==> src/rtl/axi_tohost_wr_arbiter.sv <==
// Round-robin arbiter sharing one single-beat AXI write port into the tohost slave.
// Define AXI_TOHOST_ARB_TIMEOUT_EN to add a B-response watchdog that answers SLVERR.
module axi_tohost_wr_arbiter #(
  parameter int NUM_MST        = 2,
  parameter int ADDR_W         = 64,
  parameter int DATA_W         = 512,
  parameter int TIMEOUT_CYCLES = 1024
) (
  input  logic                                          clk_i,
  input  logic                                          rstn_i,
  input  logic [NUM_MST-1:0]                            m_aw_valid,
  output logic [NUM_MST-1:0]                            m_aw_ready,
  input  logic [NUM_MST*ADDR_W-1:0]                     m_aw_addr,
  input  logic [NUM_MST-1:0]                            m_w_valid,
  output logic [NUM_MST-1:0]                            m_w_ready,
  input  logic [NUM_MST*DATA_W-1:0]                     m_w_data,
  output logic [NUM_MST-1:0]                            m_b_valid,
  input  logic [NUM_MST-1:0]                            m_b_ready,
  output logic [1:0]                                    m_b_resp,
  output logic                                          s_aw_valid,
  input  logic                                          s_aw_ready,
  output logic [ADDR_W-1:0]                             s_aw_addr,
  output logic [((NUM_MST > 1) ? $clog2(NUM_MST) : 1)-1:0] s_aw_id,
  output logic                                          s_w_valid,
  input  logic                                          s_w_ready,
  output logic [DATA_W-1:0]                             s_w_data,
  input  logic                                          s_b_valid,
  output logic                                          s_b_ready,
  input  logic [1:0]                                    s_b_resp
);

  localparam int ID_W = (NUM_MST > 1) ? $clog2(NUM_MST) : 1;

  typedef enum logic [1:0] {
    ST_IDLE = 2'd0,
    ST_XFER = 2'd1,
`ifdef AXI_TOHOST_ARB_TIMEOUT_EN
    ST_ERR  = 2'd3,
`endif
    ST_RESP = 2'd2
  } state_t;

  state_t            state_q, state_d;
  logic [ID_W-1:0]   gnt_q, gnt_d;
  logic [ID_W-1:0]   ptr_q, ptr_d;
  logic              aw_done_q, aw_done_d;
  logic              w_done_q, w_done_d;
`ifdef AXI_TOHOST_ARB_TIMEOUT_EN
  localparam int CNT_W = $clog2(TIMEOUT_CYCLES + 1);
  logic [CNT_W-1:0]  cnt_q, cnt_d;
`endif

  logic [NUM_MST-1:0] gnt_oh;
  logic               sel_aw_valid, sel_w_valid, sel_b_ready;
  logic [ADDR_W-1:0]  sel_addr;
  logic [DATA_W-1:0]  sel_data;
  logic               rr_found;
  logic [ID_W-1:0]    rr_pick;
  logic               aw_fin, w_fin;

  // Steer the granted requester's signals onto the slave side.
  always_comb begin
    gnt_oh       = '0;
    sel_aw_valid = 1'b0;
    sel_w_valid  = 1'b0;
    sel_b_ready  = 1'b0;
    sel_addr     = '0;
    sel_data     = '0;
    for (int i = 0; i < NUM_MST; i++) begin
      if (gnt_q == ID_W'(i)) begin
        gnt_oh[i]    = 1'b1;
        sel_aw_valid = m_aw_valid[i];
        sel_w_valid  = m_w_valid[i];
        sel_b_ready  = m_b_ready[i];
        sel_addr     = m_aw_addr[i*ADDR_W +: ADDR_W];
        sel_data     = m_w_data[i*DATA_W +: DATA_W];
      end
    end
  end

  // First AW requester found walking ptr+1, ptr+2, ... with wrap-around.
  always_comb begin
    rr_found = 1'b0;
    rr_pick  = ptr_q;
    for (int k = 1; k <= NUM_MST; k++) begin
      for (int i = 0; i < NUM_MST; i++) begin
        if (!rr_found && m_aw_valid[i] && (i == (int'(ptr_q) + k) % NUM_MST)) begin
          rr_found = 1'b1;
          rr_pick  = ID_W'(i);
        end
      end
    end
  end

  assign s_aw_addr = sel_addr;
  assign s_w_data  = sel_data;
  assign s_aw_id   = gnt_q;

  // NOTE: every output and next-state variable gets a default first so no path infers a latch.
  always_comb begin
    state_d    = state_q;
    gnt_d      = gnt_q;
    ptr_d      = ptr_q;
    aw_done_d  = aw_done_q;
    w_done_d   = w_done_q;
`ifdef AXI_TOHOST_ARB_TIMEOUT_EN
    cnt_d      = cnt_q;
`endif
    s_aw_valid = 1'b0;
    s_w_valid  = 1'b0;
    s_b_ready  = 1'b0;
    m_aw_ready = '0;
    m_w_ready  = '0;
    m_b_valid  = '0;
    m_b_resp   = 2'b00;
    aw_fin     = 1'b0;
    w_fin      = 1'b0;
    case (state_q)
      ST_IDLE: begin
`ifdef AXI_TOHOST_ARB_TIMEOUT_EN
        s_b_ready = 1'b1;  // drain a B that arrives after its transaction timed out
`endif
        if (rr_found) begin
          gnt_d   = rr_pick;
          state_d = ST_XFER;
        end
      end
      ST_XFER: begin
        s_aw_valid = sel_aw_valid & ~aw_done_q;
        s_w_valid  = sel_w_valid & ~w_done_q;
        m_aw_ready = gnt_oh & {NUM_MST{s_aw_ready & ~aw_done_q}};
        m_w_ready  = gnt_oh & {NUM_MST{s_w_ready & ~w_done_q}};
        aw_fin     = aw_done_q | (s_aw_valid & s_aw_ready);
        w_fin      = w_done_q | (s_w_valid & s_w_ready);
        if (aw_fin && w_fin) begin
          aw_done_d = 1'b0;
          w_done_d  = 1'b0;
          state_d   = ST_RESP;
`ifdef AXI_TOHOST_ARB_TIMEOUT_EN
          cnt_d     = '0;
`endif
        end else begin
          aw_done_d = aw_fin;
          w_done_d  = w_fin;
        end
      end
      ST_RESP: begin
        m_b_valid = gnt_oh & {NUM_MST{s_b_valid}};
        m_b_resp  = s_b_resp;
        s_b_ready = sel_b_ready;
        if (s_b_valid && sel_b_ready) begin
          ptr_d   = gnt_q;
          state_d = ST_IDLE;
        end
`ifdef AXI_TOHOST_ARB_TIMEOUT_EN
        else if (!s_b_valid) begin
          if (cnt_q == CNT_W'(TIMEOUT_CYCLES - 1)) state_d = ST_ERR;
          else                                      cnt_d   = cnt_q + 1'b1;
        end
`endif
      end
`ifdef AXI_TOHOST_ARB_TIMEOUT_EN
      ST_ERR: begin
        m_b_valid = gnt_oh;
        m_b_resp  = 2'b10;
        if (sel_b_ready) begin
          ptr_d   = gnt_q;
          state_d = ST_IDLE;
        end
      end
`endif
      default: state_d = ST_IDLE;
    endcase
  end

  // NOTE: sequential state uses non-blocking assignments so all registers update together at the edge.
  always_ff @(posedge clk_i or negedge rstn_i) begin
    if (!rstn_i) begin
      state_q   <= ST_IDLE;
      gnt_q     <= '0;
      ptr_q     <= ID_W'(NUM_MST - 1);
      aw_done_q <= 1'b0;
      w_done_q  <= 1'b0;
`ifdef AXI_TOHOST_ARB_TIMEOUT_EN
      cnt_q     <= '0;
`endif
    end else begin
      state_q   <= state_d;
      gnt_q     <= gnt_d;
      ptr_q     <= ptr_d;
      aw_done_q <= aw_done_d;
      w_done_q  <= w_done_d;
`ifdef AXI_TOHOST_ARB_TIMEOUT_EN
      cnt_q     <= cnt_d;
`endif
    end
  end

endmodule

==> config.mk <==
export PLATFORM = sky130hd
export DESIGN_NAME = axi_tohost_wr_arbiter
export DESIGN_NICKNAME = d
export VERILOG_FILES = /design/src/rtl/axi_tohost_wr_arbiter.sv
export SDC_FILE = /design/constraint.sdc
export NUM_CORES = 1
export LEC_CHECK = 0
export CAP_MARGIN = 20
export CORE_AREA = 2 2 677 679
export CTS_CLUSTER_DIAMETER = 40
export DETAILED_ROUTE_END_ITERATION = 10
export DIE_AREA = 0 0 679 681
export GPL_TIMING_DRIVEN = 0
export SYNTH_ARGS = -nofsm -noshare
export SYNTH_HDL_FRONTEND = slang
export SYNTH_SLANG_ARGS = --single-unit
==> constraint.sdc <==
create_clock -name clk_i -period 1.75 [get_ports clk_i]
set_input_delay 0.4375 -clock clk_i [delete_from_list [all_inputs] [get_ports clk_i]]
set_output_delay 0.4375 -clock clk_i [all_outputs]
set_load 0.005 [all_outputs]
[Word level (Yosys, flattened, before mapping)]
Cells that the tools add are included.
Word-level totals
  flip-flop bits (word level): 6
  input bits: 1165
  word-level logic and storage cells: 75
Cells by class
  add/sub/neg operators: 2
  equality and inequality tests: 7
  mux-type cells: 28
  bitwise operators: 15
  reductions and logical operators: 18
Operators by type and width (number)
  $mux W512: 1
  $logic_not A32 Y1: 2
  $mux W64: 1
  $mux W1: 18
  $mux W2: 7
  $logic_and A1 B1 Y1: 9
  $and A1 B1 Y1: 6
  $and A2 B2 Y2: 3
  $ne A2 B2 Y1 const B: 3
  $pmux W2 S3: 1
  $eq A2 B2 Y1 const A: 2
  $reduce_and A2 Y1: 2
  $logic_not A1 Y1: 3
  $reduce_and A3 Y1: 1
  $add A1 B1 Y1 const B: 2
  $and A1 B1 Y1 const A: 2
  $eq A2 B1 Y1 const B: 1
  $eq A2 B2 Y1 const B: 1
  $logic_not A2 Y1: 1
  $not A1 Y1: 2
  $or A1 B1 Y1: 2

[Longest topological paths before layout]
Gate-level depths: netlist (run 1).
  word-level depth: 19
  gate-level depth with buffers: 5
  depth with buffers taken out: 3

[Worst setup path after synthesis (run 1)]
No wires, ideal clock.
  path kind: reg2out
  start point: reg gnt_q, in the netlist s_aw_id
  end point: out s_aw_addr[0]
  arrival: 1.216 ns
  required time: 1.312 ns
  path slack: 0.097 ns
  cell stages (with the launch flop): 5
  cell sequence: dfrtp_1 -> buf_6 -> buf_2 -> buf_2 -> mux2_2
Between the ends
  cells in the longest elaborated chain, start to end: 1
RTL lines
  start, declared: line 44  | logic [ID_W-1:0] gnt_q, gnt_d;
  start signal, assigned: line 189  | gnt_q <= gnt_d;
  $mux W64: line 70  | if (gnt_q == ID_W'(i)) begin
  end, declared: line 22  | output logic [ADDR_W-1:0] s_aw_addr,
Every way passes these cells.

[Worst setup path in the final report (run 1)]
  start point: reg gnt_q, in the netlist s_aw_id
  end point: out s_w_data[280]
Between the ends
  cells in the longest elaborated chain, start to end: 1
RTL lines
  $mux W512: line 70
  end, declared: line 26  | output logic [DATA_W-1:0] s_w_data,
Every way passes these cells.

==> run_results.csv, run 1 <==
group,metric,value,unit
outcome,status,"finished with violations",
outcome,violations,"negative setup slack",
place,hpwl,420,mm
power,power_density,1200,nW/µm²
clock_tree,cts_tree,"built",
place,port_buffers,1752,
clock_tree,cts-root-buf,"clkbuf_16",
floorplanning,dieArea,462000,µm²
critical_path,crit_fanout,10,
place,dpl_cell_area,33100,µm²
sta,rsz0062_at_grt,"true",
critical_path,r2r_setup_slack,-150,ps
sta,fin_crit_sh,152,%
grt,grt_pass1_vias,15600,
detailed_routing,routedWlPerCell,51.0,µm
floorplanning,core,455000,µm²
clock_tree,clk_latency,240,ps
synthesis,syn_nets,1857,
cells_and_area,regArea,151,µm²
critical_path,path_class,"register to primary output",
synthesis,avgSynthCellArea,10.5,µm²
critical_path,critPathArrivalTime,2220,ps
sta,finalClockSkew,1.77,ps
sta,final-hold-violation-count,0,
synthesis,ys_seq_elements,6,
cells_and_area,area_growth,374,%
clock_tree,clock_sink_count,6,
floorplanning,start_util,1.59,%
synthesis,synth_most_common_cell,"mux2_2",
clock_tree,clkTransAtPathRegs,40,ps
clock_tree,cts_made_buffers,3,
floorplanning,die_h,681,µm
detailed_routing,drtIter0Drc,1047,
sta,finalWorstSetupSlack,-908,ps
critical_path,rr_worst_depth,7,
power,ir_worst_vdd,0.628,mV
cells_and_area,instances_no_fill,8617,
sta,drv_slew,0,
grt,grt_pass1_wl,471,mm
synthesis,synth.area.top_cells,"mux2_2, buf_2, dfrtp_1, nor2_1, mux2_4",
clock_tree,hold_buffers,0,
sta,worst_pin_slew,710,ps
floorplanning,num_rows,248,
synthesis,synthFlopType,"dfrtp_1",
grt,grt_max_degree,11,
detailed_routing,via_per_inst,2.07,
detailed_routing,drc,0,
cells_and_area,final_util,7.56,%
detailed_routing,ant_nets,0,
critical_path,critPathCaptureType,"primary output",
cells_and_area,multi_input_area,6940,µm²
critical_path,r2r-start,"s_aw_id$_DFFE_PN0P_",
critical_path,worstPathRequired,1310,ps
synthesis,synth_edf_count,0,
cells_and_area,fillers,53200,
floorplanning,die_w,679,µm
clock_tree,htree_levels,1,
cells_and_area,drive_gt1_share,39.4,%
place,dp.cells,8473,
flow_run,drv_cap,0,
cells_and_area,nets,3662,
grt,grt_usage,18.2,%
critical_path,r2r-end,"state_q[1]$_DFFE_PN0P_",
cells_and_area,stdcell_area,34400,µm²
place,gp_congestion,1.23,
grt,antenna_found_initial,558,
detailed_routing,first_pass_iters,5,
hold_path,min_path_type,"input port to asynchronous set/reset pin",
sta,finalSetupTns,-416100,ps
sta,period_minus_slack,2660,ps
detailed_routing,vias,17900,
sta,slew_headroom,52.9,%
sta,max_freq,376,MHz
detailed_routing,drt_wl_total,439,mm
synthesis,synth-async-reset-ratio,100,%
synthesis,synth_top_area_share,89.5,%
floorplanning,io_pins,1753,
synthesis,synth.distinct_cells,24,
clock_tree,clockBufferDepth,2,
synthesis,netlist_area,7250,µm²
synthesis,ys.warnings.count,0,
sta,setup_viol,592,
synthesis,synth_cells,692,
synthesis,synth_area_leader_cell,"mux2_2",
synthesis,ys_seq_area_share,2.09,%
grt,overflow,0,
critical_path,start_kind,"register",
synthesis,synth_common_cells,"mux2_2, buf_2, nor2_1, nand2_1, dfrtp_1",
power,p_leak,11.2,nW
## critical path, stage by stage (launching register included)
cell           delay (ps)
dfrtp_1               400
buf_12                150
buf_12                140
buf_16                160
buf_12                170
mux2_2                220
dlygate4sd2_1         670
## layer usage
layer	share of wire (%)	global-route usage, %	wire length (µm)
met4	3.7	5.20	16300
met5	0.54	0.323	2360
met2	44	28.9	193000
met3	21	17.4	90600
met1	31	16.5	137000
## stage by stage
step	setup WS [ps]	hold WS (ps)	total power, mW
final	-908	444	41.4
after global routing	-924	471	43.6
after CTS	-940	446	42.3
after detailed placement	-2510	545	38.4
after global placement	-2760	537	37.1
after floorplan	96.5	142	9.59
## power by group
part           switching, mW  internal, mW  leakage [nW]
logic                   22.9          17.9          11.1
clock network         0.0883         0.303        0.0389
registers             0.0867         0.193        0.0714
## cell usage in the layout, fill, tap and decap left out, drive strengths merged, types with 2 or more instances in the layout
master	instances
and2	2
clkbuf	28
nor3	2
and3	2
a31oi	2
dlygate4sd2	152
clkdlybuf4s15	61
mux2	578
a21o	2
nand2b	2
dfrtp	5
nor2b	3
dlymetal6s2s	4
clkdlybuf4s50	1313
nor2	11
buf	311
diode	121
nand2	8
## area by class of cell
class / count / share of cell area, %
tap: 6000 / 21.8
clock buffer: 4 / 0.229
buffer: 65 / 3.52
multi-input combinational: 621 / 20.2
antenna: 121 / 0.881
sequential: 6 / 0.440
timing repair buffer: 1800 / 52.9
## state kept, by name, indices dropped and copies added, names as in the netlist
signal and flops:
state_q 2, aw_done_q 1, ptr_q 1, s_aw_id 1, w_done_q 1
## cell families after synthesis
group                  share of synthesized area, %
AND/OR/NAND/NOR                                2.14
buffers and inverters                          4.57
multiplexers                                   90.0
flip-flops                                     2.09
AO/OA/AOI/OAI                                  1.16
## how the worst max path moves through the flow
stage | from | endpoint | slack [ps] | depth (start not counted)
finish | s_aw_id$_DFFE_PN0P_ | s_w_data[280] | -910 | 6
global route | s_aw_id$_DFFE_PN0P_ | s_w_data[226] | -920 | 6
detailed placement | s_aw_id$_DFFE_PN0P_ | s_aw_addr[49] | -2510 | 5
CTS | s_aw_id$_DFFE_PN0P_ | s_w_data[140] | -940 | 6
floorplan | s_aw_id$_DFFE_PN0P_ | s_aw_addr[0] | 100 | 4
global placement | s_aw_id$_DFFE_PN0P_ | s_w_data[43] | -2760 | 5
## repair_timing
item / CTS / global route
buffers inserted: 36 / 2
endpoints found under the setup margin: 588 / 592
pin swaps: 0 / 0
resized for setup: 1349 / 259
cloned: 8 / 2
Power figures use the tool's default switching activity.
==> run 2: changes to the inputs <==
- CAP_MARGIN: 20 -> default
==> run_results.csv, run 2 (synthesis gave the netlist of run 1 again) <==
group,metric,value,unit
outcome,status,"finished with violations",
outcome,violations,"negative setup slack",
sta,worst_pin_slew,713,ps
sta,final-hold-violation-count,0,
floorplanning,io_pins,1753,
detailed_routing,drtIter0Drc,995,
critical_path,critPathArrivalTime,2130,ps
critical_path,slowest_stage,"dfrtp_2",
detailed_routing,ant_nets,0,
critical_path,path_buf_inv,7,
floorplanning,die_w,679,µm
hold_path,min_path_type,"input port to asynchronous set/reset pin",
critical_path,r2r_setup_slack,-30,ps
grt,overflow,0,
sta,period_minus_slack,2570,ps
sta,hold_slack,452,ps
cells_and_area,most-common-layout-cells,"clkdlybuf4s50_1, mux2_2, mux2_4",
power,power_density,1270,nW/µm²
detailed_routing,vias,18300,
place,gp_congestion,1.23,
clock_tree,cts_tree,"built",
critical_path,cp_common_cell,"buf_16",
grt,grt_pass1_vias,16100,
cells_and_area,final_common_cell,"clkdlybuf4s50_1",
clock_tree,hold_buffers,0,
cells_and_area,regMostFlops,"state_q",
floorplanning,start_util,1.59,%
sta,finalWorstSetupSlack,-821,ps
clock_tree,clock_sink_count,6,
sta,max_freq,389,MHz
clock_tree,clockBufferDepth,2,
grt,grt_max_degree,11,
place,port_buffers,1752,
critical_path,cp_slowest_stage_delay,430,ps
clock_tree,htree_levels,1,
floorplanning,dieArea,462000,µm²
clock_tree,cts-root-buf,"clkbuf_16",
detailed_routing,drt_wl_total,440,mm
place,hpwl,420,mm
sta,slew_headroom,52.8,%
clock_tree,clk_latency,240,ps
floorplanning,num_rows,248,
cells_and_area,largest_reg_flops,2,
critical_path,r2r-end,"state_q[1]$_DFFE_PN0P_",
clock_tree,cts_made_buffers,3,
critical_path,startpoint,"s_aw_id$_DFFE_PN0P_",
detailed_routing,routedWlPerCell,50.3,µm
sta,finalClockSkew,4.29,ps
floorplanning,core,455000,µm²
cells_and_area,drive_gt1_share,46.9,%
critical_path,critPathCaptureType,"primary output",
critical_path,crit_fanout,10,
critical_path,critPathTopFamily,"buffers and inverters",
sta,drv_slew,0,
detailed_routing,first_pass_iters,6,
critical_path,rr_worst_depth,6,
critical_path,start_kind,"register",
grt,grt_pass1_wl,473,mm
critical_path,r2r-start,"s_aw_id$_DFFE_PN0P_",
sta,fin_crit_sh,147,%
critical_path,worstPathRequired,1310,ps
cells_and_area,area_growth,402,%
critical_path,path_class,"register to primary output",
cells_and_area,nets,3769,
sta,setup_viol,590,
sta,rsz0062_at_grt,"true",
floorplanning,die_h,681,µm
power,p_leak,13.2,nW
power,p_total,46.2,mW
critical_path,crit_chain,"buf_12, buf_16, buf_16, buf_12, buf_4, buf_16, mux2_2, buf_2",
detailed_routing,drc,0,
detailed_routing,via_per_inst,2.09,
grt,grt_usage,18.3,%
clock_tree,clkTransAtPathRegs,40,ps
flow_run,drv_cap,0,
power,ir_worst_vdd,0.642,mV
grt,antenna_found_initial,553,
-- run 2: changes by cell type in the layout (fill, tap and decap cells not counted), moves of 54 or more --
| cell | previous run | this run |
|---|---|---|
| dlymetal6s2s_1 | 4 | 88 |
| mux2_2 | 532 | 451 |
| buf_6 | 36 | 112 |
| clkdlybuf4s50_1 | 1313 | 1204 |
| buf_4 | 59 | 123 |
| dlygate4sd2_1 | 152 | 49 |
| mux2_4 | 46 | 127 |
| buf_12 | 60 | 114 |
-- run 2: per-stage QoR --
step	setup slack [ps]	util, %	TNS (ps)	std cells	area (µm²)
2_1_floorplan	96.5	-	0	692	7250
3_5_place_dp	-2730	7.10	-842490	8445	32300
5_1_grt	-823	7.95	-393790	8665	36200
6_report	-821	8.00	-369410	8750	36400
3_3_place_gp	-2760	7.10	-834830	8444	32300
4_1_cts	-972	7.77	-457890	8560	35300
-- run 2: layer usage --
layer,GRT usage (%),vias up,part of all wire [%]
met2,28.9,2273,43
met4,5.67,274,4.4
met1,16.8,7973,32
li1,-,6658,-
met3,17.0,1118,20
met5,0.469,-,0.51
-- run 2: what timing repair did --
item | in CTS | in global routing
setup buffers | 92 | 49
pin swaps | 0 | 1
gates cloned | 20 | 3
resized for setup | 2214 | 657
endpoints found under the hold margin | 0 | 0
endpoints found under the setup margin | 588 | 590
-- run 2: cell type report --
type / instances / area (µm²)
fill: 53000 / 419000
timing repair buffer: 1912 / 19800
buffer: 60 / 1200
tap: 6000 / 7510
sequential: 6 / 153
antenna: 147 / 368
clock buffer: 4 / 78.8
multi-input combinational: 621 / 7260
-- run 2: how the worst max path moves through the flow --
stage	endpoint	slack [ps]	depth (start not counted)
CTS	s_w_data[112]	-970	6
global route	s_w_data[315]	-820	6
floorplan	s_aw_addr[0]	100	4
global placement	s_w_data[43]	-2760	5
detailed placement	s_aw_addr[59]	-2730	5
finish	s_w_data[351]	-820	8
-- run 2: power by group --
group          total (mW)  internal, mW  leakage, nW  switching [mW]
combinational        45.6          21.6         13.1            24.0
clock               0.386         0.302       0.0391          0.0837
sequential          0.292         0.195       0.0705          0.0967
total                46.2          22.1         13.2            24.2
